`src/rtl/mem_bus_arbiter.sv`:
```
`default_nettype none
// ============================================================================
// Module      : mem_bus_arbiter
// Description : Shares one external memory bus between two requesters,
//               port 0 (instruction fetch) and port 1 (data memory).
//               One transaction is outstanding at a time. Simultaneous
//               requests are resolved round-robin, and a transaction that
//               sees no bus response within TIMEOUT_CYCLES is aborted with
//               an error pulse.
//
// Ports       : clk, reset          - clock and synchronous active-high reset
//               pN_addr/_write_val  - port N request address / write data
//               pN_read_en/_write_en- port N level requests (write wins)
//               pN_read_val         - port N read data, held between reads
//               pN_done / pN_error  - 1-cycle completion / timeout pulses
//               mem_addr/_write_val - bus address / write data
//               mem_read_en/_write_en - bus strobes (level)
//               mem_read_val        - bus read data, valid with mem_response
//               mem_response        - bus completion (level)
//               busy                - high whenever the FSM is not IDLE
//
// Revision    : 1.0 - initial release
// ============================================================================
module mem_bus_arbiter #(
    parameter int ADDR_WIDTH     = 32,
    parameter int DATA_WIDTH     = 32,
    parameter int TIMEOUT_CYCLES = 1024
) (
    input  logic                  clk,
    input  logic                  reset,

    input  logic [ADDR_WIDTH-1:0] p0_addr,
    input  logic                  p0_read_en,
    input  logic                  p0_write_en,
    input  logic [DATA_WIDTH-1:0] p0_write_val,
    output logic [DATA_WIDTH-1:0] p0_read_val,
    output logic                  p0_done,
    output logic                  p0_error,

    input  logic [ADDR_WIDTH-1:0] p1_addr,
    input  logic                  p1_read_en,
    input  logic                  p1_write_en,
    input  logic [DATA_WIDTH-1:0] p1_write_val,
    output logic [DATA_WIDTH-1:0] p1_read_val,
    output logic                  p1_done,
    output logic                  p1_error,

    output logic [ADDR_WIDTH-1:0] mem_addr,
    output logic                  mem_read_en,
    output logic                  mem_write_en,
    output logic [DATA_WIDTH-1:0] mem_write_val,
    input  logic [DATA_WIDTH-1:0] mem_read_val,
    input  logic                  mem_response,

    output logic                  busy
);

    // ------------------------------------------------------------------
    // Constants
    // ------------------------------------------------------------------
    localparam logic [1:0] c_IDLE = 2'd0;
    localparam logic [1:0] c_BUSY = 2'd1;
    localparam logic [1:0] c_DONE = 2'd2;

    // The counter only ever needs to reach TIMEOUT_CYCLES-1.
    localparam int            c_CW       = (TIMEOUT_CYCLES > 1) ? $clog2(TIMEOUT_CYCLES) : 1;
    localparam logic [c_CW-1:0] c_CNT_LAST = c_CW'(TIMEOUT_CYCLES - 1);
    localparam bit            c_TO_EN    = (TIMEOUT_CYCLES != 0);

    // ------------------------------------------------------------------
    // Registered state
    // ------------------------------------------------------------------
    logic [1:0]            r_state;
    logic                  r_last_grant;
    logic                  r_grant;
    logic [c_CW-1:0]       r_cnt;

    logic [ADDR_WIDTH-1:0] r_mem_addr;
    logic                  r_mem_read_en;
    logic                  r_mem_write_en;
    logic [DATA_WIDTH-1:0] r_mem_write_val;

    logic [DATA_WIDTH-1:0] r_p0_read_val;
    logic [DATA_WIDTH-1:0] r_p1_read_val;
    logic                  r_p0_done;
    logic                  r_p1_done;
    logic                  r_p0_error;
    logic                  r_p1_error;

    // ------------------------------------------------------------------
    // Arbitration decision (only consumed in IDLE)
    // ------------------------------------------------------------------
    logic w_req0;
    logic w_req1;
    logic w_grant;
    logic w_grant_wr;
    logic w_timeout;

    assign w_req0 = p0_read_en | p0_write_en;
    assign w_req1 = p1_read_en | p1_write_en;

    // On a tie the port that did not win last time is chosen; otherwise
    // whichever single port is requesting.
    assign w_grant    = (w_req0 & w_req1) ? ~r_last_grant : w_req1;

    // A port asserting both strobes performs the write.
    assign w_grant_wr = w_grant ? p1_write_en : p0_write_en;

    assign w_timeout  = c_TO_EN && (r_cnt == c_CNT_LAST);

    // ------------------------------------------------------------------
    // Control FSM and datapath registers
    // ------------------------------------------------------------------
    always_ff @(posedge clk) begin
        if (reset) begin
            r_state         <= c_IDLE;
            r_last_grant    <= 1'b1;
            r_grant         <= 1'b0;
            r_cnt           <= '0;
            r_mem_addr      <= '0;
            r_mem_read_en   <= 1'b0;
            r_mem_write_en  <= 1'b0;
            r_mem_write_val <= '0;
            r_p0_read_val   <= '0;
            r_p1_read_val   <= '0;
            r_p0_done       <= 1'b0;
            r_p1_done       <= 1'b0;
            r_p0_error      <= 1'b0;
            r_p1_error      <= 1'b0;
        end else begin
            // Completion flags are single-cycle pulses by default.
            r_p0_done  <= 1'b0;
            r_p1_done  <= 1'b0;
            r_p0_error <= 1'b0;
            r_p1_error <= 1'b0;

            case (r_state)
                c_IDLE: begin
                    // A response still high from the previous transaction
                    // must not be mistaken for completion of a new one.
                    if (!mem_response && (w_req0 || w_req1)) begin
                        r_grant         <= w_grant;
                        r_last_grant    <= w_grant;
                        r_mem_addr      <= w_grant ? p1_addr      : p0_addr;
                        r_mem_write_val <= w_grant ? p1_write_val : p0_write_val;
                        r_mem_write_en  <= w_grant_wr;
                        r_mem_read_en   <= ~w_grant_wr;
                        r_cnt           <= '0;
                        r_state         <= c_BUSY;
                    end
                end

                c_BUSY: begin
                    // Response takes priority over a coincident timeout.
                    if (mem_response) begin
                        r_mem_read_en  <= 1'b0;
                        r_mem_write_en <= 1'b0;
                        if (!r_mem_write_en) begin
                            if (r_grant) begin
                                r_p1_read_val <= mem_read_val;
                            end else begin
                                r_p0_read_val <= mem_read_val;
                            end
                        end
                        r_p0_done <= ~r_grant;
                        r_p1_done <= r_grant;
                        r_cnt     <= '0;
                        r_state   <= c_DONE;
                    end else if (w_timeout) begin
                        r_mem_read_en  <= 1'b0;
                        r_mem_write_en <= 1'b0;
                        r_p0_error     <= ~r_grant;
                        r_p1_error     <= r_grant;
                        r_cnt          <= '0;
                        r_state        <= c_DONE;
                    end else begin
                        r_cnt <= r_cnt + 1'b1;
                    end
                end

                c_DONE: begin
                    // One dead cycle lets the finished requester drop its
                    // level request before IDLE samples requests again.
                    r_cnt   <= '0;
                    r_state <= c_IDLE;
                end

                default: begin
                    r_mem_read_en  <= 1'b0;
                    r_mem_write_en <= 1'b0;
                    r_cnt          <= '0;
                    r_state        <= c_IDLE;
                end
            endcase
        end
    end

    // ------------------------------------------------------------------
    // Outputs
    // ------------------------------------------------------------------
    assign mem_addr      = r_mem_addr;
    assign mem_read_en   = r_mem_read_en;
    assign mem_write_en  = r_mem_write_en;
    assign mem_write_val = r_mem_write_val;

    assign p0_read_val   = r_p0_read_val;
    assign p1_read_val   = r_p1_read_val;
    assign p0_done       = r_p0_done;
    assign p1_done       = r_p1_done;
    assign p0_error      = r_p0_error;
    assign p1_error      = r_p1_error;

    assign busy          = (r_state != c_IDLE);

endmodule
`default_nettype wire

```
`config.mk`:
```
export PLATFORM = sky130hd
export DESIGN_NAME = mem_bus_arbiter
export DESIGN_NICKNAME = d
export VERILOG_FILES = /design/src/rtl/mem_bus_arbiter.sv
export SDC_FILE = /design/constraint.sdc
export NUM_CORES = 1
export LEC_CHECK = 0
export BUFFER_PORTS_ARGS = -buffer_cell sky130_fd_sc_hd__buf_2
export CAP_MARGIN = 0
export CORE_MARGIN = 10
export CORE_UTILIZATION = 45
export CTS_BUF_LIST = sky130_fd_sc_hd__clkbuf_2
export DETAILED_ROUTE_END_ITERATION = 8
export HOLD_SLACK_MARGIN = 0.15
export PLACE_DENSITY = 0.78
export SYNTH_ARGS = -nofsm -noshare
export SYNTH_HDL_FRONTEND = slang
export SYNTH_SLANG_ARGS = --single-unit
```
`constraint.sdc`:
```
create_clock -name clk -period 2.4 [get_ports clk]
set_input_delay 0.12 -clock clk [delete_from_list [all_inputs] [get_ports clk]]
set_output_delay 0.12 -clock clk [all_outputs]
set_load 0.005 [all_outputs]
```
==> summary.md, run 1 <==
| Metric | Value |
|---|---|
| Status | `finished clean` |
| Slew Limit Fails | `0` |
| Width of the die | `137.7 um` |
| Reg2Reg Depth | `6` |
| Leakage | `0.004670 uW` |
| 1st-pass router iterations | `5` |
| RSZ-0062 raised after global routing | `false` |
| # setup viols final | `0` |
| Reg2reg setup slack | `0.16 ns` |
| Ys async rst share | `0` |
| Cell Pwr Density | `554.0 nW/um^2` |
| First-pass GRT wire length | `between 40 and 50 mm` |
| Multi-input logic area | `2995 um^2` |
| Buffers on Ports | `301` |
| Final routed DRC violation total | `0` |
| Fin. Hold Viols | `0` |
| Slack of the critical path | `0.1592 ns` |
| Slew headroom | `0.5214` |
| Gr usage total | `0.2850` |
| Peak supply drop | `0.5494 mV` |
| Routed WL | `28.40 mm` |
| Initial DRC Count | `725` |
| Post-DR vias/cell | `5.424` |
| Period utilisation layout | `0.9337` |
| Initial antenna violation count | `6` |
| Cell Rows | `42` |
| CP Class | `reg2reg` |
| Vias | `7350` |
| H-tree depth | `4` |
| Initial Util | `0.4650` |
| Post-synthesis cell type count | `39` |
| Filler Cell Count | `809` |
| Cell Count, Final, Fillers Out | `1355` |
| Worst Setup SP | `r_last_grant` |
| I/O Pins | `302` |
| Number of global-route vias before repair | `7642` |
| Detailed Place HPWL | `around 15 mm` |
| Yosys reg bits | `148` |
| Setup TNS | `0 ns` |
| Die area | `18950 um^2` |
| Core Box Area | `between 10000 and 15000 um^2` |
| Number of synthesized flops with an enable pin | `0` |
| Placed cell area | `7868 um^2` |
| Net Count, Synth | `about 850` |
| Seq/Total Area, Yosys | `0.4755` |
| CTS Buf Count | `17` |
| Yosys Warn Count | `0` |
| Nets | `approximately 1300` |
| Layout cells sized above 1 | `0.3410` |
| Worst slack, placed | `~0.53 ns` |
| Post-route ant nets | `0` |
| CP startpoint kind | `register` |
| Reg-to-reg endpoint | `mem_addr[21]` |
| Wire per inst | `20.96 um` |
| Largest net degree at the start of global routing | `between 70 and 80` |
| Worst path required time | `roughly 3 ns` |
| Max Freq | `446.3 MHz` |
| Final core occ | `0.7569` |
| Max-cap viol count | `0` |
| Die height | `137.7 um` |
| Tmin final | `2.241 ns` |
| CP arrival | `2.84 ns` |
| Placed cell count | `1115` |
| Top FF cell, synth | `dfxtp_1` |
| GPL Wtd Cong | `0.8435` |
| Worst-Margin Slew | `approximately 0.72 ns` |
| Avg Inst Size Synth | `9.150 um^2` |
| Clk slew on worst S/H paths | `0.21 ns` |
| CP endpoint kind | `register` |
| RR Startpoint | `r_last_grant` |
| Clk_lat worst skew | `0.74 ns` |
| Maximum root-to-sink buffer count | `2` |
| Synthesis-to-layout area growth | `62.77%` |
| CTS tree | `done` |
| Design Area, Final | `10140 um^2` |
| Final Skew | `0.03509 ns` |
| Seq. cell area | `2963 um^2` |
| Syn Std Cell Area | `~6200 um^2` |
| CP endpoint | `mem_addr[21]` |
| CTS resizes | `0` |
| Syn Inst Count | `681` |
| HP Class | `in2reg` |
| Clock sink count | `148` |
| Root Driver | `clkbuf_2` |
| Critical Path Fanout Max | `64` |
| Total gr overflow | `0` |
==> repair_timing <==
item | CTS | global route
buffers inserted | 0 | 0
hold endpoints to repair | 148 | 3
hold buffers | 199 | 3
endpoints found under the setup margin | 0 | 0
==> where the power goes <==
part           internal (uW)  total [uW]  switching, uW
Clock                    578        1480            900
Combinational            747        1440            695
Sequential              2610        2700           92.5
Total                   3930        5620           1690
==> layer usage <==
layer	part of all wire	vias to the layer above	global-route usage	wire (um)
li1	-	3334	-	-
met1	0.33	3372	0.2862	9338
met2	0.49	497	0.4795	13900
met3	0.12	147	0.1216	3501
met4	0.058	0	0.1768	1660
met5	0	-	0	0
==> registers in the layout (all words and copies together), names as in the netlist <==
signal,flops
mem_addr,32
mem_write_val,32
p0_read_val,32
p1_read_val,32
r_cnt,10
r_state,2
mem_read_en,1
mem_write_en,1
p0_done,1
p0_error,1
p1_done,1
p1_error,1
r_grant,1
r_last_grant,1
==> how the worst min path moves through the flow <==
| stage | startpoint | endpoint | slack (ns) | cells past startpoint |
|---|---|---|---|---|
| floorplan | mem_read_val[0] | p0_read_val[0] | 0.26 | 2 |
| global placement | mem_read_val[18] | p1_read_val[18] | 0.37 | 3 |
| detailed placement | mem_read_val[18] | p1_read_val[18] | 0.38 | 3 |
| CTS | mem_read_val[25] | p0_read_val[25] | 0.15 | 4 |
| global route | mem_read_val[20] | p0_read_val[20] | 0.15 | 4 |
| finish | mem_read_val[13] | p0_read_val[13] | 0.20 | 4 |
==> cells in the mapped netlist (all sizes together) (3+ instances only) <==
cell    count  area (um^2)
dfxtp     148         2963
nand2     138        518.0
nor2       72        270.3
a21oi      69        345.3
mux2i      66        660.6
a211oi     65        738.2
buf        30        185.2
clkbuf     25        93.84
nand3      10        50.05
a31oi       6        37.54
o21ai       6        30.02
or3         6        37.54
nor3        4        25.02
nor4        4        31.28
and3        3        18.77
inv         3        11.26
nand2b      3        18.77
nor2b       3        18.77
==> kinds of logic after synthesis <==
family	after synthesis	synth area share
AND/OR/NAND/NOR	254	0.1729
AO/OA/AOI/OAI	153	0.1952
flip-flops	148	0.4755
multiplexers	67	0.1078
buffers and inverters	58	0.04659
adder cells (fa/ha/maj)	1	0.002008
==> worst max-delay path: stages (launching register included) <==
cell	delay, ns
dfxtp_1	0.40
o21ai_0	0.16
o21ai_4	0.11
buf_12	0.38
mux2i_1	0.31
dlygate4sd3_1	0.65
a211oi_2	0.09
==> placed cells by master (no fill, tap or decap), drive strengths merged, types with 8 or more instances in the layout <==
cell type	n
a21oi	69
a211oi	65
buf	313
dlygate4sd3	202
nor2	72
clkbuf	20
nand2	138
clkinv	8
dfxtp	148
mux2i	66
nand3	10
==> through the flow <==
step                      power, uW  hold WS (ns)
after detailed placement       3733        0.3768
after CTS                      5493        0.1507
after floorplan                3305        0.2560
after global placement         3703        0.3736
after global routing           5850        0.1463
final                          5619        0.1974
==> area by class of cell <==
class,instances,area share
inverters,3,0.001110
clock inverters,12,0.01357
multi-input cells,475,0.2953
well taps,176,0.02171
diodes,6,0.001480
repair buffers,515,0.3648
flip-flops and latches,148,0.2921
clock buffers,20,0.009869
Note: power is estimated with default switching activity, not from simulation.
==> run 2, diff against run 1 <==
==> constraint.sdc (replaced) <==
create_clock -name clk -period 2.8 [get_ports clk]
set_input_delay 0.14 -clock clk [delete_from_list [all_inputs] [get_ports clk]]
set_output_delay 0.14 -clock clk [all_outputs]
set_load 0.005 [all_outputs]
==> summary.md, run 2 (synthesized netlist as in run 1, its figures left out) <==
| Metric | Value |
|---|---|
| Critical Path Fanout Max | `4 (-94%)` |
| Slew headroom | `0.4972 (-0.02419)` |
| First-pass GRT wire length | `41.85 mm (-0.69%)` |
| Initial DRC Count | `495 (-32%)` |
| Final routed DRC violation total | `0 (unchanged)` |
| Max Freq | `391.7 MHz (-12%)` |
| Reg2reg setup slack | `0.25 ns (+0.09 ns)` |
| Fin. Hold Viols | `0 (unchanged)` |
| Largest net degree at the start of global routing | `129 (+65%)` |
| Initial Util | `0.4650 (unchanged)` |
| Synthesis-to-layout area growth | `63.23%` |
| Clock sink count | `148 (unchanged)` |
| Clk slew on worst S/H paths | `0.20 ns (about the same)` |
| HP Class | `in2reg` |
| Vias | `7310 (-0.54%)` |
| Most frequent cells in the layout | `buf_2 (300), dlygate4sd3_1 (204), dfxtp_1 (148), nand2_1 (138), nor2_1 (72)` |
| # setup viols final | `0 (unchanged)` |
| Initial antenna violation count | `7 (+1)` |
| Total gr overflow | `0 (unchanged)` |
| Clk_lat worst skew | `0.72 ns (-0.02 ns)` |
| WHS Path Cells | `4 (unchanged)` |
| I/O Pins | `302 (unchanged)` |
| Peak supply drop | `0.3739 mV (-32%)` |
| Cell Rows | `42 (unchanged)` |
| Final Skew | `0.03682 ns (+0.001732 ns)` |
| Layout cells sized above 1 | `0.3390 (-0.001994)` |
| Slew Limit Fails | `0 (unchanged)` |
| GPL Wtd Cong | `0.8504 (+0.82%)` |
| CP Class | `reg2reg` |
| Leakage | `0.004673 uW (about the same)` |
| Die height | `137.7 um (unchanged)` |
| CP arrival | `3.21 ns (+0.37 ns)` |
| CTS tree | `done` |
| Root Driver | `clkbuf_2` |
| Reg-to-reg endpoint | `mem_read_en` |
| Routed WL | `27.69 mm (-2.5%)` |
| Cell Pwr Density | `479.9 nW/um^2 (-13%)` |
| Core Box Area | `13400 um^2 (unchanged)` |
| Placed cell area | `7848 um^2 (-0.25%)` |
| Post-route ant nets | `0 (unchanged)` |
| Nets | `1329 (+0.075%)` |
| Min-delay src | `mem_read_val[3]` |
| Number of global-route vias before repair | `7562 (-1.0%)` |
| Status | `finished clean` |
| Slack of the critical path | `0.2469 ns (+0.08768 ns)` |
| Worst path required time | `3.45 ns (+0.45 ns)` |
| 1st-pass router iterations | `6 (+1)` |
| Wire per inst | `20.39 um (-2.7%)` |
| Max-cap viol count | `0 (unchanged)` |
| Commonest non-fill, non-tap cell in the layout | `buf_2` |
| RSZ-0062 raised after global routing | `false` |
| Setup TNS | `0 ns (unchanged)` |
| Worst slack, placed | `0.8966 ns (+0.3689 ns)` |
| CP endpoint kind | `register` |
| WHS Endpoint | `p1_read_val[3]` |
| Detailed Place HPWL | `15.19 mm (-1.8%)` |
| H-tree depth | `4 (unchanged)` |
| Reg2Reg Depth | `7 (+1)` |
| Design Area, Final | `10170 um^2 (+0.28%)` |
| Tmin final | `2.553 ns (+0.3123 ns)` |
| CP startpoint kind | `register` |
| Buffers on Ports | `301 (unchanged)` |
| Gr usage total | `0.2821 (-0.002901)` |
| CTS Buf Count | `17 (unchanged)` |
| Postcts setup bufs | `0 (unchanged)` |
| Worst-Margin Slew | `0.7542 ns (+0.03628 ns)` |
| Die area | `18950 um^2 (unchanged)` |
| Period utilisation layout | `0.9118 (-0.02184)` |
| Maximum root-to-sink buffer count | `2 (unchanged)` |
| Width of the die | `137.7 um (unchanged)` |
| RR Startpoint | `r_last_grant` |
| Post-DR vias/cell | `5.383 (-0.76%)` |
[run 2: power by group]
part / internal, uW / total, uW / leakage [uW] / switching [uW]
Combinational: 635 / 1220 / 0.00331 / 582
Clock: 585 / 1350 / 0.000158 / 768
Sequential: 2230 / 2310 / 0.00121 / 77.3
[run 2: metrics by stage]
stage          hold slack [ns]  utilization  power [uW]  std cells
2_1_floorplan           0.2760            -        2833        681
3_3_place_gp            0.3931       0.5856        3165       1114
3_5_place_dp            0.3974       0.5856        3188       1114
4_1_cts                 0.1504       0.7575        4796       1350
5_1_grt                 0.1554       0.7586        5089       1356
6_report                0.2259       0.7590        4881       1358
[run 2: cell type report]
type / count / area, um^2
multi-input combinational: 475 / 2995
inverter: 3 / 11.26
antenna: 8 / 20.02
fill: 854 / 3229
clock inverter: 12 / 161.4
tap: 176 / 220.2
sequential: 148 / 2963
timing repair buffer: 516 / 3700
clock buffer: 20 / 100.1
[run 2: timing repair]
| item | 4_1_cts | 5_1_grt |
|---|---|---|
| hold buffers | 204 | 0 |
| gates resized for setup | 0 | 0 |
| endpoints found under the hold margin | 148 | 0 |
[run 2: routing by layer]
layer / vias to the layer above / routed length [um] / part of all wire / GRT usage
li1: 3345 / - / - / -
met1: 3425 / 9560 / 0.35 / 0.2887
met2: 438 / 13800 / 0.50 / 0.4896
met3: 102 / 3071 / 0.11 / 0.1085
met4: 0 / 1255 / 0.045 / 0.1464
met5: - / 0 / 0 / 0
[run 2: worst max-delay path by stage]
stage	from	to	slack (ns)
2_1_floorplan	r_cnt[0]	mem_write_en	1.18
6_report	r_last_grant	mem_read_en	0.25
5_1_grt	r_last_grant	mem_read_en	0.10
3_3_place_gp	r_state[1]	mem_write_val[16]	0.98
4_1_cts	r_last_grant	mem_read_en	0.33
3_5_place_dp	r_state[1]	mem_write_val[16]	0.90
[run 2: critical path: stages (launching register included)]
cell	delay, ns
dfxtp_1	0.42
nand2_1	0.07
nor2_1	0.09
dlygate4sd3_1	0.59
o21ai_0	0.08
dlygate4sd3_1	0.56
mux2i_1	0.13
dlygate4sd3_1	0.56
